--- config.mk ---
export PLATFORM = sky130hd
export DESIGN_NAME = fwd_scoreboard_flat
export DESIGN_NICKNAME = d
export VERILOG_FILES = /design/src/rtl/fwd_scoreboard_pkg.sv /design/src/rtl/fwd_scoreboard_if.sv /design/src/rtl/fwd_scoreboard_fwd_mux.sv /design/src/rtl/fwd_scoreboard.sv /design/src/flat_wrapper.sv
export SDC_FILE = /design/constraint.sdc
export NUM_CORES = 1
export LEC_CHECK = 0
export BUFFER_PORTS_ARGS = -buffer_cell sky130_fd_sc_hd__buf_2
export CORE_AREA = 2 2 173 175
export DETAILED_ROUTE_END_ITERATION = 10
export DIE_AREA = 0 0 175 177
export PLACE_DENSITY = 0.51
export SYNTH_ARGS = -nofsm -noshare
export SYNTH_HDL_FRONTEND = slang
export SYNTH_HIERARCHICAL = 1
export SYNTH_SLANG_ARGS = --single-unit
--- constraint.sdc ---
create_clock -name i_clk -period 2.38 [get_ports i_clk]
set_input_delay 0.238 -clock i_clk [delete_from_list [all_inputs] [get_ports i_clk]]
set_output_delay 0.238 -clock i_clk [all_outputs]
set_load 0.01 [all_outputs]
--- src/rtl/fwd_scoreboard_pkg.sv ---
// Shared widths and helpers for the forwarding/scoreboard slice.
// Vectors are packed with element 0 in the LSBs: element k lives at [k*W +: W].
package fwd_scoreboard_pkg;

    function automatic int unsigned idx_w(input int unsigned n);
        return (n > 1) ? $clog2(n) : 1;
    endfunction

    localparam int unsigned XLEN_DEF      = 32;
    localparam int unsigned NREG_DEF      = 32;
    localparam int unsigned NSTAGE_DEF    = 2;
    localparam int unsigned NRD_DEF       = 2;
    localparam int unsigned RW_DEF        = idx_w(NREG_DEF);

    localparam int unsigned STALL_RUN_W   = 16;
    localparam int unsigned STALL_TOTAL_W = 32;
    localparam logic [STALL_RUN_W-1:0] STALL_RUN_MAX = '1;

endpackage

--- src/rtl/fwd_scoreboard_if.sv ---
// Operand/forwarding/scoreboard bundle between the issue stage and fwd_scoreboard.
interface fwd_scoreboard_if
    import fwd_scoreboard_pkg::*;
#(
    parameter int unsigned XLEN   = XLEN_DEF,
    parameter int unsigned NREG   = NREG_DEF,
    parameter int unsigned NSTAGE = NSTAGE_DEF,
    parameter int unsigned NRD    = NRD_DEF,
    parameter int unsigned RW     = idx_w(NREG)
);
    logic [NRD*RW-1:0]        i_rd_sel;
    logic [NRD*XLEN-1:0]      i_rd_data;
    logic [NSTAGE-1:0]        i_fwd_valid;
    logic [NSTAGE*RW-1:0]     i_fwd_rd;
    logic [NSTAGE*XLEN-1:0]   i_fwd_data;
    logic [NSTAGE-1:0]        i_fwd_late;
    logic                     i_lo_issue;
    logic [RW-1:0]            i_lo_rd;
    logic                     i_lo_done;
    logic [RW-1:0]            i_lo_done_rd;
    logic                     i_flush;
    logic [NRD*XLEN-1:0]      o_op_data;
    logic                     o_pause;
    logic [NREG-1:0]          o_busy;
    logic [STALL_RUN_W-1:0]   o_stall_run;
    logic [STALL_TOTAL_W-1:0] o_stall_total;
    logic                     o_err;

    modport master (
        output i_rd_sel, i_rd_data, i_fwd_valid, i_fwd_rd, i_fwd_data, i_fwd_late,
               i_lo_issue, i_lo_rd, i_lo_done, i_lo_done_rd, i_flush,
        input  o_op_data, o_pause, o_busy, o_stall_run, o_stall_total, o_err
    );

    modport slave (
        input  i_rd_sel, i_rd_data, i_fwd_valid, i_fwd_rd, i_fwd_data, i_fwd_late,
               i_lo_issue, i_lo_rd, i_lo_done, i_lo_done_rd, i_flush,
        output o_op_data, o_pause, o_busy, o_stall_run, o_stall_total, o_err
    );

endinterface

--- src/rtl/fwd_scoreboard_fwd_mux.sv ---
// Per-read-port bypass select: youngest matching live source wins, x0 never forwards.
module fwd_mux
    import fwd_scoreboard_pkg::*;
#(
    parameter int unsigned XLEN   = XLEN_DEF,
    parameter int unsigned NREG   = NREG_DEF,
    parameter int unsigned NSTAGE = NSTAGE_DEF,
    parameter int unsigned RW     = idx_w(NREG)
) (
    input  logic [RW-1:0]          sel,
    input  logic [XLEN-1:0]        rd_data,
    input  logic [NSTAGE-1:0]      fwd_valid,
    input  logic [NSTAGE*RW-1:0]   fwd_rd,
    input  logic [NSTAGE*XLEN-1:0] fwd_data,
    input  logic [NSTAGE-1:0]      fwd_late,
    output logic [XLEN-1:0]        op_data_c,
    output logic                   late_hit_c
);

    // Walk oldest to youngest so the lowest-index match overwrites the rest.
    always_comb begin
        op_data_c  = rd_data;
        late_hit_c = 1'b0;
        if (sel != '0) begin
            for (int s = NSTAGE - 1; s >= 0; s--) begin
                if (fwd_valid[s] && (fwd_rd[s*RW +: RW] == sel)) begin
                    op_data_c  = fwd_data[s*XLEN +: XLEN];
                    late_hit_c = fwd_late[s];
                end
            end
        end
    end

endmodule

--- src/rtl/fwd_scoreboard.sv ---
// Operand forwarding, long-latency scoreboard, issue stall and stall counters.
module fwd_scoreboard
    import fwd_scoreboard_pkg::*;
#(
    parameter int unsigned XLEN   = XLEN_DEF,
    parameter int unsigned NREG   = NREG_DEF,
    parameter int unsigned NSTAGE = NSTAGE_DEF,
    parameter int unsigned NRD    = NRD_DEF
) (
    input  logic           i_clk,
    input  logic           i_rst_n,
    fwd_scoreboard_if.slave bus
);

    localparam int unsigned RW = idx_w(NREG);

    logic [NREG-1:0]          busy_q;
    logic [NREG-1:0]          busy_d;
    logic [STALL_RUN_W-1:0]   run_q;
    logic [STALL_TOTAL_W-1:0] total_q;
    logic                     err_q;

    logic [NREG-1:0]          done_mask_c;
    logic [NREG-1:0]          busy_eff_c;
    logic [NRD-1:0]           late_hit_c;
    logic [NRD-1:0]           rd_stall_c;
    logic                     waw_c;
    logic                     pause_c;

    // A register completing this cycle no longer blocks anyone.
    assign done_mask_c = bus.i_lo_done ? (NREG'(1) << bus.i_lo_done_rd) : '0;
    assign busy_eff_c  = busy_q & ~done_mask_c;

    for (genvar p = 0; p < NRD; p++) begin : g_port
        fwd_mux #(
            .XLEN   (XLEN),
            .NREG   (NREG),
            .NSTAGE (NSTAGE),
            .RW     (RW)
        ) u_mux (
            .sel        (bus.i_rd_sel[p*RW +: RW]),
            .rd_data    (bus.i_rd_data[p*XLEN +: XLEN]),
            .fwd_valid  (bus.i_fwd_valid),
            .fwd_rd     (bus.i_fwd_rd),
            .fwd_data   (bus.i_fwd_data),
            .fwd_late   (bus.i_fwd_late),
            .op_data_c  (bus.o_op_data[p*XLEN +: XLEN]),
            .late_hit_c (late_hit_c[p])
        );

        assign rd_stall_c[p] = (bus.i_rd_sel[p*RW +: RW] != '0) &&
                               (late_hit_c[p] || busy_eff_c[bus.i_rd_sel[p*RW +: RW]]);
    end

    assign waw_c   = bus.i_lo_issue && (bus.i_lo_rd != '0) && busy_eff_c[bus.i_lo_rd];
    assign pause_c = !bus.i_flush && ((|rd_stall_c) || waw_c);

    // Clear on completion first so a same-cycle issue to that register wins.
    always_comb begin
        busy_d = busy_q & ~done_mask_c;
        if (bus.i_lo_issue && !pause_c && (bus.i_lo_rd != '0)) begin
            busy_d[bus.i_lo_rd] = 1'b1;
        end
        busy_d[0] = 1'b0;
    end

    always_ff @(posedge i_clk or negedge i_rst_n) begin
        if (!i_rst_n) begin
            busy_q  <= '0;
            run_q   <= '0;
            total_q <= '0;
            err_q   <= 1'b0;
        end else begin
            busy_q <= busy_d;
            if (bus.i_lo_done && !busy_q[bus.i_lo_done_rd]) begin
                err_q <= 1'b1;
            end
            if (pause_c) begin
                total_q <= total_q + STALL_TOTAL_W'(1);
            end
            if (!pause_c || bus.i_flush) begin
                run_q <= '0;
            end else if (run_q != STALL_RUN_MAX) begin
                run_q <= run_q + STALL_RUN_W'(1);
            end
        end
    end

    assign bus.o_pause       = pause_c;
    assign bus.o_busy        = busy_q;
    assign bus.o_stall_run   = run_q;
    assign bus.o_stall_total = total_q;
    assign bus.o_err         = err_q;

endmodule

--- src/flat_wrapper.sv ---
// flat-port wrapper written by rule: the top's interface ports become plain ports
module fwd_scoreboard_flat import fwd_scoreboard_pkg::*;
#(
    parameter int unsigned XLEN   = XLEN_DEF,
    parameter int unsigned NREG   = NREG_DEF,
    parameter int unsigned NSTAGE = NSTAGE_DEF,
    parameter int unsigned NRD    = NRD_DEF
)
  (i_clk, i_rst_n, bus_i_rd_sel, bus_i_rd_data, bus_i_fwd_valid, bus_i_fwd_rd, bus_i_fwd_data, bus_i_fwd_late, bus_i_lo_issue, bus_i_lo_rd, bus_i_lo_done, bus_i_lo_done_rd, bus_i_flush, bus_o_op_data, bus_o_pause, bus_o_busy, bus_o_stall_run, bus_o_stall_total, bus_o_err);
  fwd_scoreboard_if #(.XLEN(XLEN), .NREG(NREG), .NSTAGE(NSTAGE), .NRD(NRD)) bus_i ();
  input  logic i_clk;
  input  logic i_rst_n;
  input wire logic [$bits(bus_i.i_rd_sel)-1:0] bus_i_rd_sel;
  input wire logic [$bits(bus_i.i_rd_data)-1:0] bus_i_rd_data;
  input wire logic [$bits(bus_i.i_fwd_valid)-1:0] bus_i_fwd_valid;
  input wire logic [$bits(bus_i.i_fwd_rd)-1:0] bus_i_fwd_rd;
  input wire logic [$bits(bus_i.i_fwd_data)-1:0] bus_i_fwd_data;
  input wire logic [$bits(bus_i.i_fwd_late)-1:0] bus_i_fwd_late;
  input wire logic [$bits(bus_i.i_lo_issue)-1:0] bus_i_lo_issue;
  input wire logic [$bits(bus_i.i_lo_rd)-1:0] bus_i_lo_rd;
  input wire logic [$bits(bus_i.i_lo_done)-1:0] bus_i_lo_done;
  input wire logic [$bits(bus_i.i_lo_done_rd)-1:0] bus_i_lo_done_rd;
  input wire logic [$bits(bus_i.i_flush)-1:0] bus_i_flush;
  output wire logic [$bits(bus_i.o_op_data)-1:0] bus_o_op_data;
  output wire logic [$bits(bus_i.o_pause)-1:0] bus_o_pause;
  output wire logic [$bits(bus_i.o_busy)-1:0] bus_o_busy;
  output wire logic [$bits(bus_i.o_stall_run)-1:0] bus_o_stall_run;
  output wire logic [$bits(bus_i.o_stall_total)-1:0] bus_o_stall_total;
  output wire logic [$bits(bus_i.o_err)-1:0] bus_o_err;
  assign bus_i.i_rd_sel = bus_i_rd_sel;
  assign bus_i.i_rd_data = bus_i_rd_data;
  assign bus_i.i_fwd_valid = bus_i_fwd_valid;
  assign bus_i.i_fwd_rd = bus_i_fwd_rd;
  assign bus_i.i_fwd_data = bus_i_fwd_data;
  assign bus_i.i_fwd_late = bus_i_fwd_late;
  assign bus_i.i_lo_issue = bus_i_lo_issue;
  assign bus_i.i_lo_rd = bus_i_lo_rd;
  assign bus_i.i_lo_done = bus_i_lo_done;
  assign bus_i.i_lo_done_rd = bus_i_lo_done_rd;
  assign bus_i.i_flush = bus_i_flush;
  assign bus_o_op_data = bus_i.o_op_data;
  assign bus_o_pause = bus_i.o_pause;
  assign bus_o_busy = bus_i.o_busy;
  assign bus_o_stall_run = bus_i.o_stall_run;
  assign bus_o_stall_total = bus_i.o_stall_total;
  assign bus_o_err = bus_i.o_err;
  fwd_scoreboard #(.XLEN(XLEN), .NREG(NREG), .NSTAGE(NSTAGE), .NRD(NRD)) u_core (.i_clk(i_clk), .i_rst_n(i_rst_n), .bus(bus_i));
endmodule
==> flow_summary.toml, run 1 <==
[power_and_ir_drop]
p_per_area_mw_per_mm2 = 549
p_leak_nw = 5.26
peakVddDrop_mv = 0.420

[outcome]
status = "finished, violations left"
violations = "negative setup slack"

[detailed_routing]
drtIter0Drc = 472
drc = 0
ant_nets = 0
viasPerCell = 5.14
vias = 8237
dr.pass1.iters = 5
routed_wl_um = 33600
wire_per_inst_um = 20.9

[logic_synthesis]
netlist_area_mm2 = 0.00693
synthCells = 746
yosys_warnings = 6
synth.net_count = 915
synth_top_area_cell = "dfrtp_1"
avgSynthCellArea_um2 = 9.29
synth_ff_type = "dfrtp_1"
synth.area.top_cells = "dfrtp_1 (29%), a2bb2oi_2 (13%), o22ai_1 (6.0%)"
synth_cell_type_count = 67
ys_seq_area_frac = 0.289
ys_seq_elements = 80
yosysTopAreaCellShare = 0.289
async_reset_ff_frac = 1.00
synth_edf_count = 0

[placement]
globalplace.congestion = 0.905
dp_hpwl_um = 26100
place_ws_ns = -0.799
placed_cell_area_mm2 = 0.0102
io_buffer_count = 311

[global_route]
track_usage = 0.203
grt_overflow_total = 0
antenna_found_initial = 11
grt_pass1_vias = 8095
use_met1 = 0.244
grt_most_used_layer = "met2"
met3_usage = 0.0430
grt_pass1_wl_um = 48700
grt_max_degree = 81
use_met2 = 0.358

[clock_tree]
clock_latency_ns = 0.34
numClockSinks = 80
htree_num_levels = 3
cts_tree = "built"
root_buffer = "clkbuf_16"
cts.clk_slew.worst_paths_ns = 0.07
numCtsBuffers = 9
cts_buffer_depth = 2

[sta]
hold_ws_ns = 0.210
rsz0062_at_grt = "true"
setup_ws_ns = -0.457
worst_pin_slew_ns = 1.09
max_slew_margin = 0.270
finalSetupViolations = 80
min_period_ns = 2.84
fin_worst_skew_ns = 0.0123
slew_violations = 0
setup_tns_ns = -26.19
fin_crit_sh = 1.19
max_freq_mhz = 352
hold_violations = 0

[die]
num_rows = 63
die_w_um = 175
ios = 313
core-area_mm2 = 0.0292
initial_core_util = 0.237
fp.dieH_um = 177
fp.dieArea_mm2 = 0.0310

[critical_path]
criticalPathCategory = "in2out"
cp_slowest_cell = "a2111oi_1"
timing.critical_path.buf_inv = 5
crit_family = "compound AO/OA/AOI/OAI gates"
start_kind = "input port"
crit_fanout = 15
critPathCaptureType = "primary output"
required_ns = 2.14
worst-endpoint-arrival_ns = 2.60
cp_cell_sequence = "buf_2 > buf_4 > mux2_2 > o311ai_0 > o31ai_1 > a2111oi_1 > o21ai_0 > nand4_1 > o211a_4 > buf_12 > inv_6 > buf_6"
crit_path_max_incr_delay_ns = 0.53

[final_layout]
drive_gt1_frac = 0.568
final_area_mm2 = 0.0113
final_nets = 1374
area.growth.synth_to_final_pct = 63.5
final_util = 0.388

[flow_run]
max-cap-violations = 0

[min_path]
hp-class = "in2reg"
## layout by cell type, fill, tap and decap left out, types with 4 or more instances in the layout
cell / instances
nor2b_1: 5
nand3_1: 21
o21ai_1: 20
a2bb2oi_2: 59
mux4_2: 14
xnor2_1: 13
inv_1: 15
nand4b_1: 5
xor2_1: 47
nor2_1: 48
buf_12: 14
xnor2_2: 7
buf_2: 299
o22ai_1: 66
buf_4: 172
nor2_4: 5
o2111ai_1: 5
o211ai_1: 14
a21oi_1: 6
mux2i_1: 21
o21ai_0: 18
o21ai_2: 26
and3_1: 9
mux2_2: 4
clkbuf_16: 12
nand2b_1: 4
nand2_1: 45
nor4_4: 9
nand4_1: 15
dfrtp_1: 80
nor3_1: 11
buf_6: 19
diode_2: 4
o31ai_1: 4
## synthesized netlist by cell type (13+ instances only)
cell       count
o22ai_1       67
a2bb2oi_2     60
inv_1         16
o21ai_1       20
buf_2         18
nor4_1        13
o211ai_1      14
o21ai_0       44
nand3_1       22
clkbuf_1      32
nand2_1       48
xnor2_1       21
nor3_1        14
dfrtp_1       80
mux4_2        14
mux2i_1       22
nor2_1        53
nand4_1       15
xor2_1        47
## cells by family (layout without fill, tap and decap cells)
family,after synthesis,in the layout,synth area share
compound gates,250,250,0.307
simple gates,224,224,0.170
flops,80,80,0.289
buf+inv,80,544,0.0581
xor+xnor,68,68,0.0859
mux,41,41,0.0854
fa+ha+maj,2,2,0.00361
other cells,1,5,0.000541
## area by class of cell
cell class	instances	area, µm²
antenna	4	10.0
clock buffer	11	243
clock inverter	5	56.3
fill	2978	17900
inverter	16	65.1
multi-input combinational	586	5030
sequential	80	2000
tap	390	488
timing repair buffer	512	3440
## report_power, final
group          internal, mW  switching (mW)
logic                  1.48            1.46
clock network         0.841           0.574
registers              1.62           0.258
total                  3.94            2.29
## through the flow
| stage | std cells | power, mW |
|---|---|---|
| floorplan | 746 | 3.07 |
| global placement | 1556 | 4.52 |
| detailed placement | 1556 | 4.52 |
| CTS | 1580 | 6.05 |
| global route | 1603 | 6.57 |
| finish | 1604 | 6.23 |
## flip-flops by register name, indices dropped and copies added (netlist names)
| register | flops |
|---|---|
| u_core/bus.o_err | 1 |
| u_core/bus.o_stall_total | 32 |
| u_core/bus.o_busy | 31 |
| u_core/bus.o_stall_run | 16 |
## layer usage
layer / part of all wire / routed length (µm) / up-vias
li1: - / - / 3786
met1: 0.39 / 13000 / 4010
met2: 0.50 / 16800 / 372
met3: 0.073 / 2450 / 63
met4: 0.037 / 1230 / 6
met5: 0.0012 / 40 / -
## final timing paths
kind	from	end	slack (ns)	cells after the start
max	bus_i_rd_sel[5]	bus_o_pause	-0.46	12
min	bus_i_lo_done	u_core/bus.o_err$_DFFE_PN0P_	0.21	2
max reg2reg	u_core/bus.o_busy[22]$_DFF_PN0_	u_core/bus.o_stall_total[5]$_DFFE_PN0P_	-0.40	12
min reg2reg	u_core/bus.o_err$_DFFE_PN0P_	u_core/bus.o_err$_DFFE_PN0P_	0.47	1
max in group asynchronous	i_rst_n	u_core/bus.o_busy[3]$_DFF_PN0_	1.55	3
min in group asynchronous	i_rst_n	u_core/bus.o_stall_total[18]$_DFFE_PN0P_	0.46	3
## what timing repair did
item                                   CTS  global route
gates cloned                             1             3
pin swaps                               15            45
buffers inserted                         6            18
setup endpoints to repair              111           140
gates resized for setup                 41            98
endpoints found under the hold margin   80             0
hold buffers                             1             0
Note: power is estimated with default switching activity, not from simulation.
==> inputs of run 2 (changes only) <==
REMOVE_ABC_BUFFERS = 1   (was not set)
==> run 2 against run 1 <==
Effect of this change:
- the flow still finishes with violations (negative setup slack)
- sequential power about the same
- global-route usage grew 0.68 points
- wire length is 5.9% higher
- die area did not move
- via count increased by 1.1%
- final area grew 4.7%
- flip-flop and latch count did not move
- count of clock-buffer cells in the layout is 2 higher
- core utilization up 1.8 points
- worst hold slack worse by 0.0096 ns
- fmax rose by 4.6%
- critical path depth rose by 2
- critical path type unchanged
- highest routed layer unchanged
==> flow_summary.toml, run 2 (synthesized netlist as in run 1, its figures left out) <==
[min_path]
min_to = "u_core/bus.o_err$_DFFE_PN0P_"
hp-class = "in2reg"
min_from = "bus_i_lo_done"
whs_path_depth = 2

[placement]
globalplace.congestion = 0.953
placed_cell_area_mm2 = 0.0102
io_buffer_count = 311
dp_hpwl_um = 27400
place_inst = 1577

[sta]
setup_ws_ns = -0.332
hold_violations = 0
finalSetupViolations = 80
min_period_ns = 2.71
max_freq_mhz = 369
max_slew_margin = 0.198
fin_worst_skew_ns = 0.00961
fin_crit_sh = 1.14
hold_ws_ns = 0.201
worst_pin_slew_ns = 1.20
slew_violations = 0
rsz0062_at_grt = "true"

[power_and_ir_drop]
p_leak_nw = 5.51
peakVddDrop_mv = 0.531
clockPowerShare = 0.203
power_frac_comb = 0.492
seqPwrFrac = 0.305
intPower_mw = 3.90
p_per_area_mw_per_mm2 = 526
netSwitchingPower_mw = 2.35
finalPower_mw = 6.25
switching_share = 0.376

[die]
die_w_um = 175
num_rows = 63
ios = 313
fp.dieArea_mm2 = 0.0310
initial_core_util = 0.237
core-area_mm2 = 0.0292
fp.dieH_um = 177

[final_layout]
drive_gt1_frac = 0.611
multiInputGateArea_mm2 = 0.00537
final_common_cell = "buf_2"
largest_register_ffs = 32
fin_cells = 1633
seqCellArea_mm2 = 0.00200
area.growth.synth_to_final_pct = 71.2
n_fill_cell = 2980
final_cell_mix = "buf_2 (293), buf_4 (205), dfrtp_1 (80)"
final_util = 0.406
final_area_mm2 = 0.0119
final_nets = 1402

[outcome]
status = "finished, violations left"
violations = "negative setup slack"

[global_route]
antenna_found_initial = 8
grt_max_degree = 45
grt_pass1_wl_um = 49900
track_usage = 0.210
grt_pass1_vias = 8168
grt_overflow_total = 0

[detailed_routing]
drtIter0Drc = 489
ant_nets = 0
drc = 0
vias = 8328
wire_per_inst_um = 21.8
routed_wl_um = 35500
viasPerCell = 5.10
dr.pass1.iters = 4

[clock_tree]
cts_tree = "built"
root_buffer = "clkbuf_16"
numCtsBuffers = 9
cts_buffer_depth = 2
clock_latency_ns = 0.34
htree_num_levels = 3
cts.clk_slew.worst_paths_ns = 0.06
numClockSinks = 80

[critical_path]
worst-endpoint-arrival_ns = 2.47
required_ns = 2.14
reg2reg_from = "u_core/bus.o_busy[4]$_DFF_PN0_"
reg2reg_slack_ns = -0.27
r2r_cells = 11
start_kind = "input port"
crit_fanout = 5
criticalPathCategory = "in2out"
reg2reg_to = "u_core/bus.o_stall_total[12]$_DFFE_PN0P_"
critPathCaptureType = "primary output"

[flow_run]
max-cap-violations = 0
[run 2: stage by stage]
stage                     setup TNS (ns)  setup WS [ns]
after CTS                          -9.14         -0.279
after global placement            -58.92         -0.819
after floorplan                  -166.01          -2.03
final                             -15.11         -0.332
after global routing              -23.87         -0.439
after detailed placement          -61.12         -0.880
[run 2: layout make-up]
cell class	count	area share
repair buffers	540	0.309
flip-flops and latches	80	0.169
diodes	5	0.00105
clock inverters	3	0.00148
inverters	16	0.00527
well taps	390	0.0411
clock buffers	13	0.0211
multi-input cells	586	0.452
[run 2: layer usage]
metal | up-vias | track usage | part of all wire
met5 | - | 0 | 0.0012
met2 | 388 | 0.383 | 0.51
met4 | 6 | 0.0878 | 0.043
li1 | 3836 | - | -
met1 | 4033 | 0.241 | 0.38
met3 | 65 | 0.0387 | 0.065
[run 2: how the worst max path moves through the flow]
stage / from / endpoint / slack [ns] / cells past startpoint
2_1_floorplan: bus_i_rd_sel[6] / u_core/bus.o_busy[11]$_DFF_PN0_ / -2.03 / 12
3_3_place_gp: bus_i_lo_done_rd[2] / u_core/bus.o_stall_total[1]$_DFFE_PN0P_ / -0.82 / 12
3_5_place_dp: bus_i_lo_done_rd[2] / u_core/bus.o_stall_total[31]$_DFFE_PN0P_ / -0.88 / 13
4_1_cts: u_core/bus.o_busy[31]$_DFF_PN0_ / bus_o_pause / -0.28 / 10
5_1_grt: bus_i_rd_sel[9] / bus_o_pause / -0.44 / 14
6_report: bus_i_fwd_rd[4] / bus_o_pause / -0.33 / 14
[run 2: power by group through the flow]
| stage | sequential, mW | combinational [mW] | clock [mW] |
|---|---|---|---|
| floorplan | 1.99 | 0.940 | 0 |
| global placement | 1.92 | 2.62 | 0 |
| detailed placement | 1.91 | 2.64 | 0 |
| CTS | 1.90 | 2.88 | 1.30 |
| global route | 1.94 | 3.27 | 1.36 |
| finish | 1.91 | 3.07 | 1.27 |
[run 2: repair_timing]
action,in CTS,in global routing
setup endpoints to repair,117,126
gates resized for setup,109,133
pin swaps,36,47
gates cloned,2,4
setup buffers,10,18
hold endpoints to repair,36,0
hold buffers,1,0
[run 2: critical path: stages]
cell	delay (ns)
buf_6	0.11
xnor2_2	0.15
nand4_1	0.12
o211ai_1	0.24
o22ai_1	0.14
and2_4	0.18
or3_4	0.36
a221oi_2	0.19
o211ai_1	0.12
nand4_1	0.14
o211a_4	0.22
buf_12	0.13
inv_4	0.03
buf_6	0.11
